`config.mk`:
```
export PLATFORM = sky130hd
export DESIGN_NAME = node_tree_master
export DESIGN_NICKNAME = d
export VERILOG_FILES = /design/src/rtl/node_pkg.sv /design/src/rtl/node_child_tracker.sv /design/src/rtl/node_tree_master.sv
export SDC_FILE = /design/constraint.sdc
export NUM_CORES = 1
export LEC_CHECK = 0
export BUFFER_PORTS_ARGS = -buffer_cell sky130_fd_sc_hd__buf_4
export CORE_UTILIZATION = 56
export CTS_CLUSTER_DIAMETER = 80
export CTS_CLUSTER_SIZE = 20
export DETAILED_ROUTE_END_ITERATION = 16
export PLACE_DENSITY_LB_ADDON = 0.15
export SKIP_CTS_REPAIR_TIMING = 1
export SLEW_MARGIN = 20
export SYNTH_ARGS = -nofsm -noshare
export SYNTH_HDL_FRONTEND = slang
export SYNTH_SLANG_ARGS = --single-unit
```
`constraint.sdc`:
```
create_clock -name CLK -period 3.2 [get_ports CLK]
set_input_delay 0.16 -clock CLK [delete_from_list [all_inputs] [get_ports CLK]]
set_output_delay 0.16 -clock CLK [all_outputs]
set_load 0.03 [all_outputs]
```
`src/rtl/node_pkg.sv`:
```
// Shared definitions for the tree-node master: FSM encoding, fold opcodes
// and the sizing helper for the WAIT timer.
package node_pkg;

  typedef enum logic [1:0] {
    S_IDLE    = 2'd0,
    S_LAUNCH  = 2'd1,
    S_WAIT    = 2'd2,
    S_COMBINE = 2'd3
  } state_t;

  localparam int OP_ADD = 0;
  localparam int OP_XOR = 1;

  function automatic int timer_w(input int timeout);
    return $clog2(timeout + 1);
  endfunction

endpackage

```
`src/rtl/node_child_tracker.sv`:
```
// Per-child handshake tracker: records the RD drop (ack), then the RD rise
// (done), and captures the child's result exactly once per run.
module node_child_tracker #(
  parameter int WIDTH = 16
) (
  input  logic             CLK,
  input  logic             RST,
  input  logic             clear,
  input  logic             enable,
  input  logic             crd,
  input  logic [WIDTH-1:0] cres,
  output logic             done,
  output logic             hit,
  output logic [WIDTH-1:0] val
);

  logic ack;

  // Completion this cycle; lets the master leave WAIT without a bubble.
  assign hit = enable & ack & crd & ~done;

  always_ff @(posedge CLK or negedge RST) begin
    if (!RST) begin
      ack  <= 1'b0;
      done <= 1'b0;
      val  <= '0;
    end else if (clear) begin
      ack  <= 1'b0;
      done <= 1'b0;
    end else if (enable) begin
      if (!crd) ack <= 1'b1;
      if (hit) begin
        done <= 1'b1;
        val  <= cres;
      end
    end
  end

endmodule

```
`src/rtl/node_tree_master.sv`:
```
// Tree-node initiator: on an ST rising edge it starts all children, waits for
// each ack/done pair, folds the captured results and reports them on RES/RD.
module node_tree_master
  import node_pkg::*;
#(
  parameter int WIDTH   = 16,
  parameter int NCHILD  = 3,
  parameter int OP      = 0,
  parameter int TIMEOUT = 255
) (
  input  logic                    CLK,
  input  logic                    RST,
  input  logic                    ST,
  output logic                    RD,
  output logic [WIDTH-1:0]        RES,
  output logic                    ERR,
  output logic [NCHILD-1:0]       CST,
  input  logic [NCHILD-1:0]       CRD,
  input  logic [NCHILD*WIDTH-1:0] CRES
);

  localparam int TW = timer_w(TIMEOUT);

  state_t state, state_n;
  logic                          st_old;
  logic                          start_edge;
  logic [TW-1:0]                 timer, timer_n;
  logic [NCHILD-1:0]             done, hit;
  logic [NCHILD-1:0][WIDTH-1:0]  cap;
  logic                          all_done, tmo, clear, enable;
  logic [WIDTH-1:0]              fold_v;
  logic                          rd_n, err_n;
  logic [WIDTH-1:0]              res_n;
  logic [NCHILD-1:0]             cst_n;

  assign start_edge = ST & ~st_old;
  assign clear      = (state == S_IDLE) & start_edge;
  assign enable     = (state == S_WAIT);
  assign all_done   = &(done | hit);
  assign tmo        = (timer == TW'(TIMEOUT - 1));

  for (genvar g = 0; g < NCHILD; g++) begin : g_trk
    node_child_tracker #(.WIDTH(WIDTH)) u_trk (
      .CLK    (CLK),
      .RST    (RST),
      .clear  (clear),
      .enable (enable),
      .crd    (CRD[g]),
      .cres   (CRES[g*WIDTH +: WIDTH]),
      .done   (done[g]),
      .hit    (hit[g]),
      .val    (cap[g])
    );
  end

  always_comb begin
    fold_v = '0;
    for (int i = 0; i < NCHILD; i++)
      fold_v = (OP == OP_XOR) ? (fold_v ^ cap[i]) : (fold_v + cap[i]);
  end

  always_ff @(posedge CLK or negedge RST) begin
    if (!RST) state <= S_IDLE;
    else      state <= state_n;
  end

  always_comb begin
    state_n = state;
    case (state)
      S_IDLE:    if (start_edge) state_n = S_LAUNCH;
      S_LAUNCH:  state_n = S_WAIT;
      S_WAIT:    if (all_done) state_n = S_COMBINE;
                 else if (tmo) state_n = S_IDLE;
      S_COMBINE: state_n = S_IDLE;
      default:   state_n = S_IDLE;
    endcase
  end

  // Completion takes priority over timeout when both land on the same cycle.
  always_comb begin
    rd_n    = RD;
    res_n   = RES;
    err_n   = ERR;
    cst_n   = CST;
    timer_n = timer;
    case (state)
      S_IDLE: if (start_edge) begin
        rd_n    = 1'b0;
        err_n   = 1'b0;
        cst_n   = '1;
        timer_n = '0;
      end
      S_WAIT: begin
        timer_n = timer + 1'b1;
        if (!all_done && tmo) begin
          err_n = 1'b1;
          res_n = '0;
          cst_n = '0;
          rd_n  = 1'b1;
        end
      end
      S_COMBINE: begin
        res_n = fold_v;
        cst_n = '0;
        rd_n  = 1'b1;
      end
      default: ;
    endcase
  end

  always_ff @(posedge CLK or negedge RST) begin
    if (!RST) begin
      RD     <= 1'b1;
      RES    <= '0;
      ERR    <= 1'b0;
      CST    <= '0;
      timer  <= '0;
      st_old <= 1'b0;
    end else begin
      RD     <= rd_n;
      RES    <= res_n;
      ERR    <= err_n;
      CST    <= cst_n;
      timer  <= timer_n;
      st_old <= ST;
    end
  end

endmodule

```
==> impl_metrics.yaml <==
status:
  outcome: "finished clean"
worst_setup_path:
  r2r_cells: 8
  worstPathMaxFanout: 5
  required_ns: 3.44
  worst_r2r_startpoint: "g_trk[0].u_trk.val[1]"
  worst_setup_path_end_kind: "flop"
  max_stage_delay_ns: 0.49
  path_delay_family: "compound AO/OA/AOI/OAI gates"
  critPathArrivalTime_ns: 3.25
  critPathKind: "reg -> reg"
  r2r_setup_slack_ns: 0.19
  startpoint_type: "flop"
  path_cells: "fa_1 > ha_1 > fa_1 > a21oi_1 > o2111a_1 > o21ai_0 > a31o_2 > a221o_1"
  cp_num_buf_inv: 0
  crit_top_cell: "fa_1"
  crit_path_top_delay_cell: "fa_1"
  crit_path_end: "RES[11]"
  cp.depth: 8
  crit_start: "g_trk[0].u_trk.val[1]"
  regToRegEndpoint: "RES[11]"
floorplanning:
  ios: 75
  die_width_um: 89.8
  row_count: 31
  die_area_um2: 8070
  core-area_um2: 7370
  fp.dieH_um: 89.8
  start_util_pct: 58.6
finish:
  fillerInstances: 576
  area_delta_synth_final_pct: 20.1
  final_cell_mix: "dfrtp_1, buf_4, mux2_2"
  layout.nets: 534
  final_common_cell: "dfrtp_1"
  multi_input_area_um2: 2120
  diodes: 0
  final-seq-area_um2: 2100
  drive_gt1_share_pct: 32.2
flow_run:
  drv_cap: 0
grt:
  grt_max_degree: 85
  grt_pass1_wl_um: 15200
  track_usage_pct: 23.8
  grt.overflow.total: 0
  antenna_found_initial: 0
  grt_pass1_vias: 3153
placed_design:
  portBuffers: 74
  hpwlAfterDp_um: 6560
  place.gp.congestion: 0.891
cts:
  clkLatencyLatePin_ns: 0.35
  cts-root-buf: "clkbuf_8"
  htreeDepth: 3
  clkTransAtPathRegs_ns: 0.09
  cts_tree: "done"
  cts.sinks: 84
  cts_buffer_depth: 2
  cts_buffers: 9
timing:
  fin_skew_ns: 0.0129
  fmax_mhz: 333
  period_share_pct: 93.9
  relSlewSlack_pct: 50.5
  hold_viol_final: 0
  worst_pin_slew_ns: 0.743
  rsz0062_at_grt: "false"
  fin_crit_ns: 3.01
  setup_viol: 0
  slew_violations: 0
  tns_ns: 0
drt:
  drt-initial-drc-count: 203
  vias_per_cell: 5.69
  drc_errors: 0
  drt-wirelength-per-cell_um: 16.3
  ant_nets: 0
  drtPass1Iterations: 4
  via_count: 3141
  drt-total-wl_um: 9030
synth:
  synth_cell_types: 46
  yosysSeqAreaShare_pct: 48.7
  syn_avg_cell_area_um2: 11.6
  ys_ff_latch: 84
  synth_edf_count: 0
  yosysWarnings: 0
  ys.flop_type: "dfrtp_1"
  synth_nets: 457
  synth_area_um2: 4320
  synth_cells: 371
  async_flop_share_pct: 100
min_path:
  hold_path_class: "in -> reg"
cell type report:
class / instances / area share, %
tap: 99 / 2.39
inverter: 9 / 0.651
timing repair buffer: 80 / 11.7
multi-input combinational: 264 / 40.8
clock inverter: 4 / 0.940
sequential: 84 / 40.5
clock buffer: 12 / 2.99
cells by family (layout without fill, tap and decap cells):
logic type | Yosys count | in the layout | synth area share, %
AND/OR/NAND/NOR | 103 | 103 | 11.3
flip-flops | 84 | 84 | 48.7
AO/OA/AOI/OAI | 70 | 70 | 10.8
multiplexers | 49 | 49 | 12.8
adder cells (fa/ha/maj) | 32 | 32 | 12.0
buffers and inverters | 23 | 105 | 2.34
XOR/XNOR | 10 | 10 | 2.03
worst register-to-register path, cell delays in order (launching register included):
cell      delay (ns)
dfrtp_1         0.40
fa_1            0.49
ha_1            0.25
fa_1            0.40
a21oi_1         0.22
o2111a_1        0.29
o21ai_0         0.24
a31o_2          0.33
a221o_1         0.29
per-stage QoR:
stage | worst slack, ns | std cells | util [%] | hold WS [ns] | cell area, um^2
global route | 0.0848 | 552 | 70.4 | 0.0161 | 5190
global placement | 0.263 | 534 | 67.4 | 0.277 | 4960
CTS | 0.217 | 550 | 70.1 | -0.0796 | 5170
detailed placement | 0.209 | 534 | 67.4 | 0.281 | 4960
finish | 0.194 | 552 | 70.4 | 0.0328 | 5190
floorplan | 0.440 | 371 | - | -0.136 | 4320
worst min-delay path by stage:
| stage | cells after the start | to | startpoint | slack, ns |
|---|---|---|---|---|
| after floorplan | 0 | CST[1] | RST | -0.14 |
| after global placement | 1 | st_old | ST | 0.28 |
| after detailed placement | 1 | st_old | ST | 0.28 |
| after CTS | 1 | st_old | ST | -0.08 |
| after global routing | 2 | g_trk[2].u_trk.val[10] | CRES[42] | 0.02 |
| final | 2 | g_trk[2].u_trk.val[10] | CRES[42] | 0.03 |
synthesized netlist by cell type (3+ instances only):
cell	n	share of area, %
nor3_1	3	0.35
nand2_1	27	2.3
o2111ai_1	3	0.61
dfrtp_1	83	48
xor2_1	4	0.81
ha_1	16	4.6
o21ai_0	26	3.0
buf_2	6	0.69
fa_1	16	7.4
xnor2_1	6	1.2
or3_1	5	0.72
a21oi_1	12	1.4
a22o_1	5	1.0
and2_1	5	0.72
nand4b_1	4	0.81
nor2_1	32	2.8
nand3_1	13	1.5
nand4_1	6	0.87
clkbuf_1	6	0.52
a31oi_1	3	0.43
mux2_2	49	13
inv_1	9	0.78
registers in the layout (all words and copies together) (netlist names):
name              cells
g_trk.u_trk.val      48
state                 2
st_old                1
RD                    1
RES                  16
g_trk.u_trk.done      3
g_trk.u_trk.ack       3
timer                 8
CST                   1
ERR                   1
metal layers:
layer  track usage (%)  routed length, um  vias to the layer above
met5                 0                  0                        -
met4              10.1                199                        0
met3              4.23                427                       16
met2              38.5               4380                       97
met1              31.8               4010                     1544
li1                  -                  -                     1484
Power is left out: the tool's default activity adds up to more than one toggle a clock period on the data nets, which glitch-free logic cannot reach.
